`src/rtl/sw_array_ctrl.sv`:
```
`timescale 1ns/1ps
`default_nettype none
// ============================================================================
//  Module   : sw_array_ctrl
//  Purpose  : Job sequencer for a linear systolic array of Smith-Waterman PEs.
//             Loads the query into per-PE s registers and builds the active-PE
//             mask. It then streams the target into PE0 as one unbroken burst,
//             waits for the wavefront to drain, and returns the best score seen
//             on the last PE's max chain.
//  Ports    : clk, rst_n            - clock, async active-low reset
//             start, len_s, len_t   - job request and lengths (IDLE only)
//             busy                  - high whenever not IDLE
//             q_valid/q_ready/q_base- query base stream (LOAD only)
//             t_valid/t_ready/t_base- target base stream (STREAM only)
//             arr_s, arr_active     - per-PE query base and active mask
//             arr_valid, arr_t      - valid_in / t_in of PE0
//             arr_max               - max_out of the last PE
//             result_valid/ready    - result handshake
//             result_max, result_err- best score, abort/invalid flag
//  Revision : 1.0 - initial release
// ============================================================================
module sw_array_ctrl #(
  parameter int NUM_PE     = 16,
  parameter int BP_WIDTH   = 2,
  parameter int DATA_WIDTH = 16,
  parameter int LEN_WIDTH  = 16
) (
  input  logic                         clk,
  input  logic                         rst_n,
  input  logic                         start,
  input  logic [LEN_WIDTH-1:0]         len_s,
  input  logic [LEN_WIDTH-1:0]         len_t,
  output logic                         busy,
  input  logic                         q_valid,
  output logic                         q_ready,
  input  logic [BP_WIDTH-1:0]          q_base,
  input  logic                         t_valid,
  output logic                         t_ready,
  input  logic [BP_WIDTH-1:0]          t_base,
  output logic [NUM_PE*BP_WIDTH-1:0]   arr_s,
  output logic [NUM_PE-1:0]            arr_active,
  output logic                         arr_valid,
  output logic [BP_WIDTH-1:0]          arr_t,
  input  logic [DATA_WIDTH-1:0]        arr_max,
  output logic                         result_valid,
  input  logic                         result_ready,
  output logic [DATA_WIDTH-1:0]        result_max,
  output logic                         result_err
);

  localparam logic [LEN_WIDTH-1:0] LEN_ONE    = LEN_WIDTH'(1);
  localparam logic [LEN_WIDTH-1:0] NUM_PE_LEN = LEN_WIDTH'(NUM_PE);
  // DRAIN lasts NUM_PE+2 cycles: counter runs 0 .. NUM_PE+1
  localparam logic [LEN_WIDTH-1:0] DRAIN_LAST = LEN_WIDTH'(NUM_PE + 1);

  typedef enum logic [2:0] {
    S_IDLE   = 3'd0,
    S_LOAD   = 3'd1,
    S_ARM    = 3'd2,
    S_STREAM = 3'd3,
    S_DRAIN  = 3'd4,
    S_DONE   = 3'd5
  } state_t;

  state_t state;
  state_t state_nxt;

  logic [LEN_WIDTH-1:0]  len_s_q;
  logic [LEN_WIDTH-1:0]  len_t_q;
  logic [LEN_WIDTH-1:0]  qcnt;
  logic [LEN_WIDTH-1:0]  tcnt;
  logic [LEN_WIDTH-1:0]  dcnt;
  logic [DATA_WIDTH-1:0] acc;
  logic [DATA_WIDTH-1:0] acc_nxt;
  logic                  err;
  logic [NUM_PE-1:0]     active_mask;

  logic start_ok;
  logic q_fire;
  logic last_q;
  logic t_fire;
  logic last_t;
  logic bubble;
  logic drain_done;

  assign start_ok   = (len_s != '0) && (len_s <= NUM_PE_LEN) && (len_t != '0);
  assign q_fire     = (state == S_LOAD) && q_valid;
  assign last_q     = q_fire && (qcnt == len_s_q - LEN_ONE);
  assign t_fire     = (state == S_STREAM) && t_valid;
  assign last_t     = t_fire && (tcnt == len_t_q - LEN_ONE);
  // The array cannot stall, so any gap in the target burst aborts the job
  assign bubble     = (state == S_STREAM) && !t_valid;
  assign drain_done = (state == S_DRAIN) && (dcnt == DRAIN_LAST);
  assign acc_nxt    = (arr_max > acc) ? arr_max : acc;

  // PE i is active when i < len_s
  for (genvar gi = 0; gi < NUM_PE; gi++) begin : g_mask
    localparam logic [LEN_WIDTH-1:0] IDX = LEN_WIDTH'(gi);
    assign active_mask[gi] = (IDX < len_s_q);
  end

  assign q_ready      = (state == S_LOAD);
  assign t_ready      = (state == S_STREAM);
  assign busy         = (state != S_IDLE);
  assign result_valid = (state == S_DONE);

  always_ff @(posedge clk or negedge rst_n) begin
    if (!rst_n) begin
      state <= S_IDLE;
    end else begin
      state <= state_nxt;
    end
  end

  always_comb begin
    state_nxt = state;
    case (state)
      S_IDLE: begin
        if (start) begin
          state_nxt = start_ok ? S_LOAD : S_DONE;
        end
      end
      S_LOAD: begin
        if (last_q) begin
          state_nxt = S_ARM;
        end
      end
      S_ARM: begin
        state_nxt = S_STREAM;
      end
      S_STREAM: begin
        if (last_t || bubble) begin
          state_nxt = S_DRAIN;
        end
      end
      S_DRAIN: begin
        if (drain_done) begin
          state_nxt = S_DONE;
        end
      end
      S_DONE: begin
        if (result_ready) begin
          state_nxt = S_IDLE;
        end
      end
      default: state_nxt = S_IDLE;
    endcase
  end

  always_ff @(posedge clk or negedge rst_n) begin
    if (!rst_n) begin
      len_s_q    <= '0;
      len_t_q    <= '0;
      qcnt       <= '0;
      tcnt       <= '0;
      dcnt       <= '0;
      acc        <= '0;
      err        <= 1'b0;
      arr_s      <= '0;
      arr_active <= '0;
      arr_valid  <= 1'b0;
      arr_t      <= '0;
      result_max <= '0;
      result_err <= 1'b0;
    end else begin
      // PE0 input is the accepted target beat delayed by one register stage
      arr_valid <= t_fire;
      if (t_fire) begin
        arr_t <= t_base;
      end

      case (state)
        S_IDLE: begin
          if (start) begin
            acc        <= '0;
            result_max <= '0;
            if (start_ok) begin
              len_s_q    <= len_s;
              len_t_q    <= len_t;
              qcnt       <= '0;
              tcnt       <= '0;
              dcnt       <= '0;
              err        <= 1'b0;
              result_err <= 1'b0;
              arr_s      <= '0;
              arr_active <= '0;
            end else begin
              err        <= 1'b1;
              result_err <= 1'b1;
            end
          end
        end
        S_LOAD: begin
          if (q_fire) begin
            for (int i = 0; i < NUM_PE; i++) begin
              if (qcnt == LEN_WIDTH'(i)) begin
                arr_s[i*BP_WIDTH +: BP_WIDTH] <= q_base;
              end
            end
            qcnt <= qcnt + LEN_ONE;
          end
          // Mask is in place for the ARM cycle and held until the next job
          if (last_q) begin
            arr_active <= active_mask;
          end
        end
        S_STREAM: begin
          acc <= acc_nxt;
          if (t_fire) begin
            tcnt <= tcnt + LEN_ONE;
          end
          if (bubble) begin
            err <= 1'b1;
          end
        end
        S_DRAIN: begin
          acc  <= acc_nxt;
          dcnt <= dcnt + LEN_ONE;
          // Include the final drain sample in the reported score
          if (drain_done) begin
            result_max <= acc_nxt;
            result_err <= err;
          end
        end
        default: begin
        end
      endcase
    end
  end

endmodule
`default_nettype wire

```
`config.mk`:
```
export PLATFORM = sky130hd
export DESIGN_NAME = sw_array_ctrl
export DESIGN_NICKNAME = d
export VERILOG_FILES = /design/src/rtl/sw_array_ctrl.sv
export SDC_FILE = /design/constraint.sdc
export NUM_CORES = 1
export LEC_CHECK = 0
export BUFFER_PORTS_ARGS = -buffer_cell sky130_fd_sc_hd__buf_2
export CORE_UTILIZATION = 50
export DETAILED_ROUTE_END_ITERATION = 16
export PLACE_DENSITY = 0.7
export SYNTH_ARGS = -nofsm -noshare
export SYNTH_HDL_FRONTEND = slang
export SYNTH_SLANG_ARGS = --single-unit
```
`constraint.sdc`:
```
create_clock -name clk -period 3.7 [get_ports clk]
set_input_delay 0.37 -clock clk [delete_from_list [all_inputs] [get_ports clk]]
set_output_delay 0.37 -clock clk [all_outputs]
set_load 0.02 [all_outputs]
```
# Word level (Yosys, flattened, before mapping)
# Cells that the tools add are included.
totals:
  ff_bits: 168
  latch_bits: 0
  mem_bits_rw: 0
  rom_bits: 0
  memories: 0
classes:
  addsub: 5
  mul: 0
  n_div: 0
  magnitude_cmp: 18
  eq_ne: 48
  shift: 0
  n_mux: 47
  bitwise: 0
  n_reduce_logical: 45
ops:
  columns: ["op", "n"]
  rows:
  - ["$pmux W16 S2", 6]
  - ["$eq A16 B4 Y1 const B", 8]
  - ["$lt A4 B16 Y1 const A", 8]
  - ["$mux W16", 8]
  - ["$mux W32", 3]
  - ["$reduce_and A5 Y1", 17]
  - ["$eq A16 B3 Y1 const B", 4]
  - ["$lt A3 B16 Y1 const A", 4]
  - ["$pmux W32 S2", 1]
  - ["$add A16 B1 Y16 const B", 3]
  - ["$ne A2 B1 Y1 const B", 22]
  - ["$eq A16 B16 Y1", 2]
  - ["$eq A16 B2 Y1 const B", 2]
  - ["$lt A1 B16 Y1 const A", 2]
  - ["$lt A2 B16 Y1 const A", 2]
  - ["$mux W2", 16]
  - ["$reduce_bool A16 Y1", 2]
  - ["$sub A16 B1 Y16 const B", 2]
  - ["$mux W3", 6]
  - ["$pmux W3 S6", 1]
  - ["$eq A16 B1 Y1 const B", 1]
  - ["$eq A16 B5 Y1 const B", 1]
  - ["$gt A16 B16 Y1", 1]
  - ["$le A16 B5 Y1 const B", 1]
  - ["17 further kinds", 40]

# Logic depth before layout (Yosys ltp)
depth:
  depth_word: 6
  mapped_depth: 13
  ltp_nobuf: 10

# Worst setup path after synthesis
# No wires, ideal clock.
synth_path:
  path_type: "input to register"
  start: "input port arr_max[9]"
  end: "register acc[10]"
  arrival_ns: 2.791
  required_ns: 3.575
  setup_slack_ns: 0.784
  cell_stages: 12
  path_cell_list: "ha_1 > a21o_1 > a21o_1 > a21o_1 > a211o_1 > o2111ai_1 > a31o_2 > clkbuf_1 > a21o_1 > buf_2 > buf_2 > mux2_2"
synth_via:
  elab_chain_len: 3
synth_rtl:
  columns: ["item", "line_no", "source"]
  rows:
  - ["start, declared", "44", "input logic [DATA_WIDTH-1:0] arr_max,"]
  - ["$gt A16 B16 Y1", "94", "assign acc_nxt = (arr_max > acc) ? arr_max : acc;"]
  - ["$mux W16", "94", null]
  - ["$pmux W16 S2", "172", "case (state)"]
  - ["end signal, assigned", "208", "acc <= acc_nxt;"]
  - ["end signal, assigned", "217", "acc <= acc_nxt;"]
  - ["end, declared", "73", "logic [DATA_WIDTH-1:0] acc;"]
# Every way passes these cells.
# A chain may end at the register's enable or synchronous reset.

# Final worst setup path
layout_path:
  start: "register len_s_q[0]"
  end: "register arr_active[9]"
layout_via:
  elab_chain_len: 5
layout_rtl:
  columns: ["item", "line_no", "source"]
  rows:
  - ["start, declared", "68", "logic [LEN_WIDTH-1:0] len_s_q;"]
  - ["start signal, assigned", "178", "len_s_q <= len_s;"]
  - ["$sub A16 B1 Y16", "88", "assign last_q = q_fire && (qcnt == len_s_q - LEN_ONE);"]
  - ["$eq A16 B16 Y1", "88", null]
  - ["$logic_and A1 B1 Y1", "88", null]
  - ["$ne A2 B1 Y1 (no line)", null, null]
  - ["$reduce_and A4 Y1 (no line)", null, null]
  - ["end signal, assigned", "204", "arr_active <= active_mask;"]
  - ["end, declared", "41", "output logic [NUM_PE-1:0] arr_active,"]
# Parallel ways exist; a longest one is shown, timed or not. The select of a mux whose other input is x is not followed.

==> results by group <==
Outcome
  • Status: finished, violations left
  • Failing checks: hold timing

Routing
  • Vias per Instance: 5.59
  • Per-cell routed wire length: 16.2 um
  • Antenna-violating nets left: 0
  • Vias: 7478
  • Drc violations: 0
  • DR pass1 iterations: 5
  • WL final: 21700 um
  • Number of DRC markers in iteration 0: 521

STA
  • Final Cycle Share: 85.5%
  • Worst-Margin Slew: 0.965 ns
  • Final Hold Viols: 3
  • Max frequency: 0.316 GHz
  • Clk_skew: 0.00992 ns
  • Slew HR: 35.7%
  • Max-slew violations: 0
  • Unrepaired setup endpoints after global routing: no
  • Final setup violating endpoints: 0
  • Fin Hold WS: -0.0132 ns
  • Crit path time final: 3.16 ns
  • Final setup TNS: 0 ns

Clock network
  • CTS root buf: clkbuf_16
  • Setup Fix Bufs, Post-CTS: 0
  • Clk sink count: 168
  • Inserted Clock Buffers: 17
  • Clock-pin transition on the worst setup and hold timing paths: 0.07 ns
  • CTS tree: yes
  • Clk buf depth: 2
  • Worst skew pair latency: 0.43 ns
  • Htree depth: 4
  • Hold Buf Count CTS: 0
  • Post-cts sizing count: 0

Worst setup path
  • Worst r2r src: len_s_q[0]
  • Critical path class: register to register
  • R2r endpoint: arr_active[9]
  • Crit path DAT: 3.48 ns
  • CP Cell Sequence: inv_1, ha_1, or4b_2, a211oi_1, nor3_1, nor3_1, nor4b_4, a22oi_2, buf_4, mux2_2
  • Max stage delay on crit path: 0.60 ns
  • Critical Path Most Common Cell: nor3_1
  • Reg2reg setup slack: 0.54 ns
  • Worst Reg-to-Reg Cells: 10
  • CP max-delay cell: or4b_2
  • Crit path from: len_s_q[0]
  • CP startpoint kind: register
  • CP endpoint kind: register
  • Crit Path Max Fanout: 31
  • Worst path required time: 4.02 ns

Pwr
  • Peak supply drop: 0.384 mV
  • Pwr dens: 587 nW/um2
  • Pleak: 5.30 nW

Final layout
  • Fin util: 59.4%
  • Area Overhead vs Synth: 16.3%
  • Final net count: 1182
  • FF/Latch Area: 4200 um2
  • Multi-input logic area: 4610 um2
  • # fillers: 1544
  • Layout cells sized above 1: 19.9%

Yosys
  • Synth warnings: 0
  • Number of flops mapped to enable cells by yosys: 0
  • Distinct cells, synth: 59
  • Synth async-reset ratio: 100%
  • Mean post-synth cell area: 9.30 um2
  • #FFs+latches synth: 168
  • Cells after synthesis: 986
  • Post-Syn Area: 9170 um2
  • Synth Flop Type: dfrtp_1
  • Syn nets: 1072
  • Sequential element share of the synthesized area: 45.8%

Global route
  • Gr usage total: 24.7%
  • Initial antenna violation count: 1
  • Largest net degree at the start of global routing: 103
  • Global-route wire length before repair: 36200 um
  • Global route total overflow: 0
  • Vias in the first global route: 7193

Die
  • Die area: 18900 um2
  • Ports: 130
  • Site row count: 49
  • Die H: 137 um
  • Die span in x: 137 um
  • Core Region: 18000 um2
  • Starting density of the core: 51.1%

Hold path
  • Worst hold-check path type: input pin to async pin

Placed design
  • Detailed placement HPWL: 15400 um
  • GPL Wtd Cong: 0.864
  • PortBufs: 129

Job
  • Maxcap violations: 0
-- stage by stage --
step,hold slack (ns),cells,power (mW),setup slack (ns),cell area [um2]
6_report,-0.0132,1338,6.26,0.538,10700
3_3_place_gp,0.456,1306,4.18,0.596,9990
5_1_grt,0.0974,1337,6.62,0.318,10700
3_5_place_dp,0.460,1306,4.21,0.534,9990
4_1_cts,0.0828,1337,6.30,0.524,10700
2_1_floorplan,0.0744,986,3.64,0.784,9170
-- synth_stat cells (5+ instances only) --
master / count / area share, %
or4_1: 8 / 0.65
mux2i_1: 31 / 3.4
xor2_1: 30 / 2.9
or3_1: 17 / 1.2
nand2b_1: 6 / 0.41
inv_1: 35 / 1.4
nor2b_1: 14 / 0.95
buf_2: 5 / 0.27
ha_1: 28 / 3.8
a21oi_1: 29 / 1.6
o211ai_1: 9 / 0.74
a21o_1: 18 / 1.5
o21ai_0: 59 / 3.2
nor4_1: 25 / 1.7
nor2_1: 78 / 3.2
mux2_2: 16 / 2.0
dfrtp_1: 168 / 46
nand3_1: 60 / 3.3
and3_1: 9 / 0.61
a31o_2: 14 / 1.3
a211oi_1: 10 / 0.82
xnor2_1: 44 / 4.2
clkbuf_1: 38 / 1.6
nand2_1: 127 / 5.2
or2_2: 6 / 0.41
nor3_1: 31 / 1.7
nand4_1: 15 / 1.0
-- cell usage in the layout (no fill, tap or decap), types with 25 or more instances in the layout --
| master | netlist | routed |
|---|---|---|
| xnor2_1 | 44 | 44 |
| dfrtp_1 | 168 | 168 |
| inv_1 | 35 | 35 |
| nor3_1 | 31 | 31 |
| nor2_1 | 78 | 77 |
| o21ai_0 | 59 | 59 |
| xor2_1 | 30 | 30 |
| buf_2 | 5 | 128 |
| a21oi_1 | 29 | 29 |
| ha_1 | 28 | 28 |
| nand2_1 | 127 | 127 |
| mux2i_1 | 31 | 31 |
| nor4_1 | 25 | 25 |
| nand3_1 | 60 | 60 |
-- layout make-up --
type	instances	share of cell area [%]
multi-input cells	731	43.2
flip-flops and latches	168	39.4
well taps	229	2.69
clock inverters	13	2.25
diodes	1	0.0235
repair buffers	142	7.03
clock buffers	18	4.12
inverters	36	1.27
-- cell families after synthesis --
| family | Yosys count | synth area share [%] |
|---|---|---|
| AO/OA/AOI/OAI | 169 | 12.0 |
| AND/OR/NAND/NOR | 413 | 22.0 |
| XOR/XNOR | 74 | 7.06 |
| flip-flops | 168 | 45.8 |
| multiplexers | 47 | 5.35 |
| buffers and inverters | 87 | 3.96 |
| adder cells (fa/ha/maj) | 28 | 3.82 |
-- how the worst max path moves through the flow --
stage                         end  slack, ns  cells past startpoint
floorplan                 acc[10]       0.78                     12
global placement         qcnt[12]       0.60                      9
detailed placement  arr_active[9]       0.53                     10
CTS                 arr_active[9]       0.52                     10
global route        arr_active[9]       0.32                     10
finish              arr_active[9]       0.54                     10
-- per-layer routing --
| metal | global-route usage [%] | wire length [um] |
|---|---|---|
| met5 | 0 | 0 |
| met4 | 7.39 | 297 |
| met1 | 33.6 | 10000 |
| met3 | 6.33 | 1220 |
| met2 | 38.8 | 10200 |
-- power by group --
part           leakage (nW)  internal, mW  switching (mW)
sequential             2.25          2.12           0.270
combinational          2.73         0.716            1.10
clock                 0.328          1.29           0.771
total                  5.30          4.13            2.14
-- registers in the layout (all words and copies together), names as in the netlist --
name        flops
dcnt           16
len_s_q        16
tcnt           16
arr_active     16
state           3
err             1
arr_t           2
result_err      1
qcnt           16
result_max     16
len_t_q        16
arr_s          32
acc            16
arr_valid       1
-- worst max-delay path: cells and delay by family (launching register included) --
family	cells	cell delay (ns)
AOI/OAI and AO/OA	2	0.36
adders and majority gates	1	0.29
buffers and inverters	2	0.44
DFF	1	0.45
muxes	1	0.37
and+or+nand+nor	4	1.13
No activity file was read; power rests on OpenSTA's default activity.
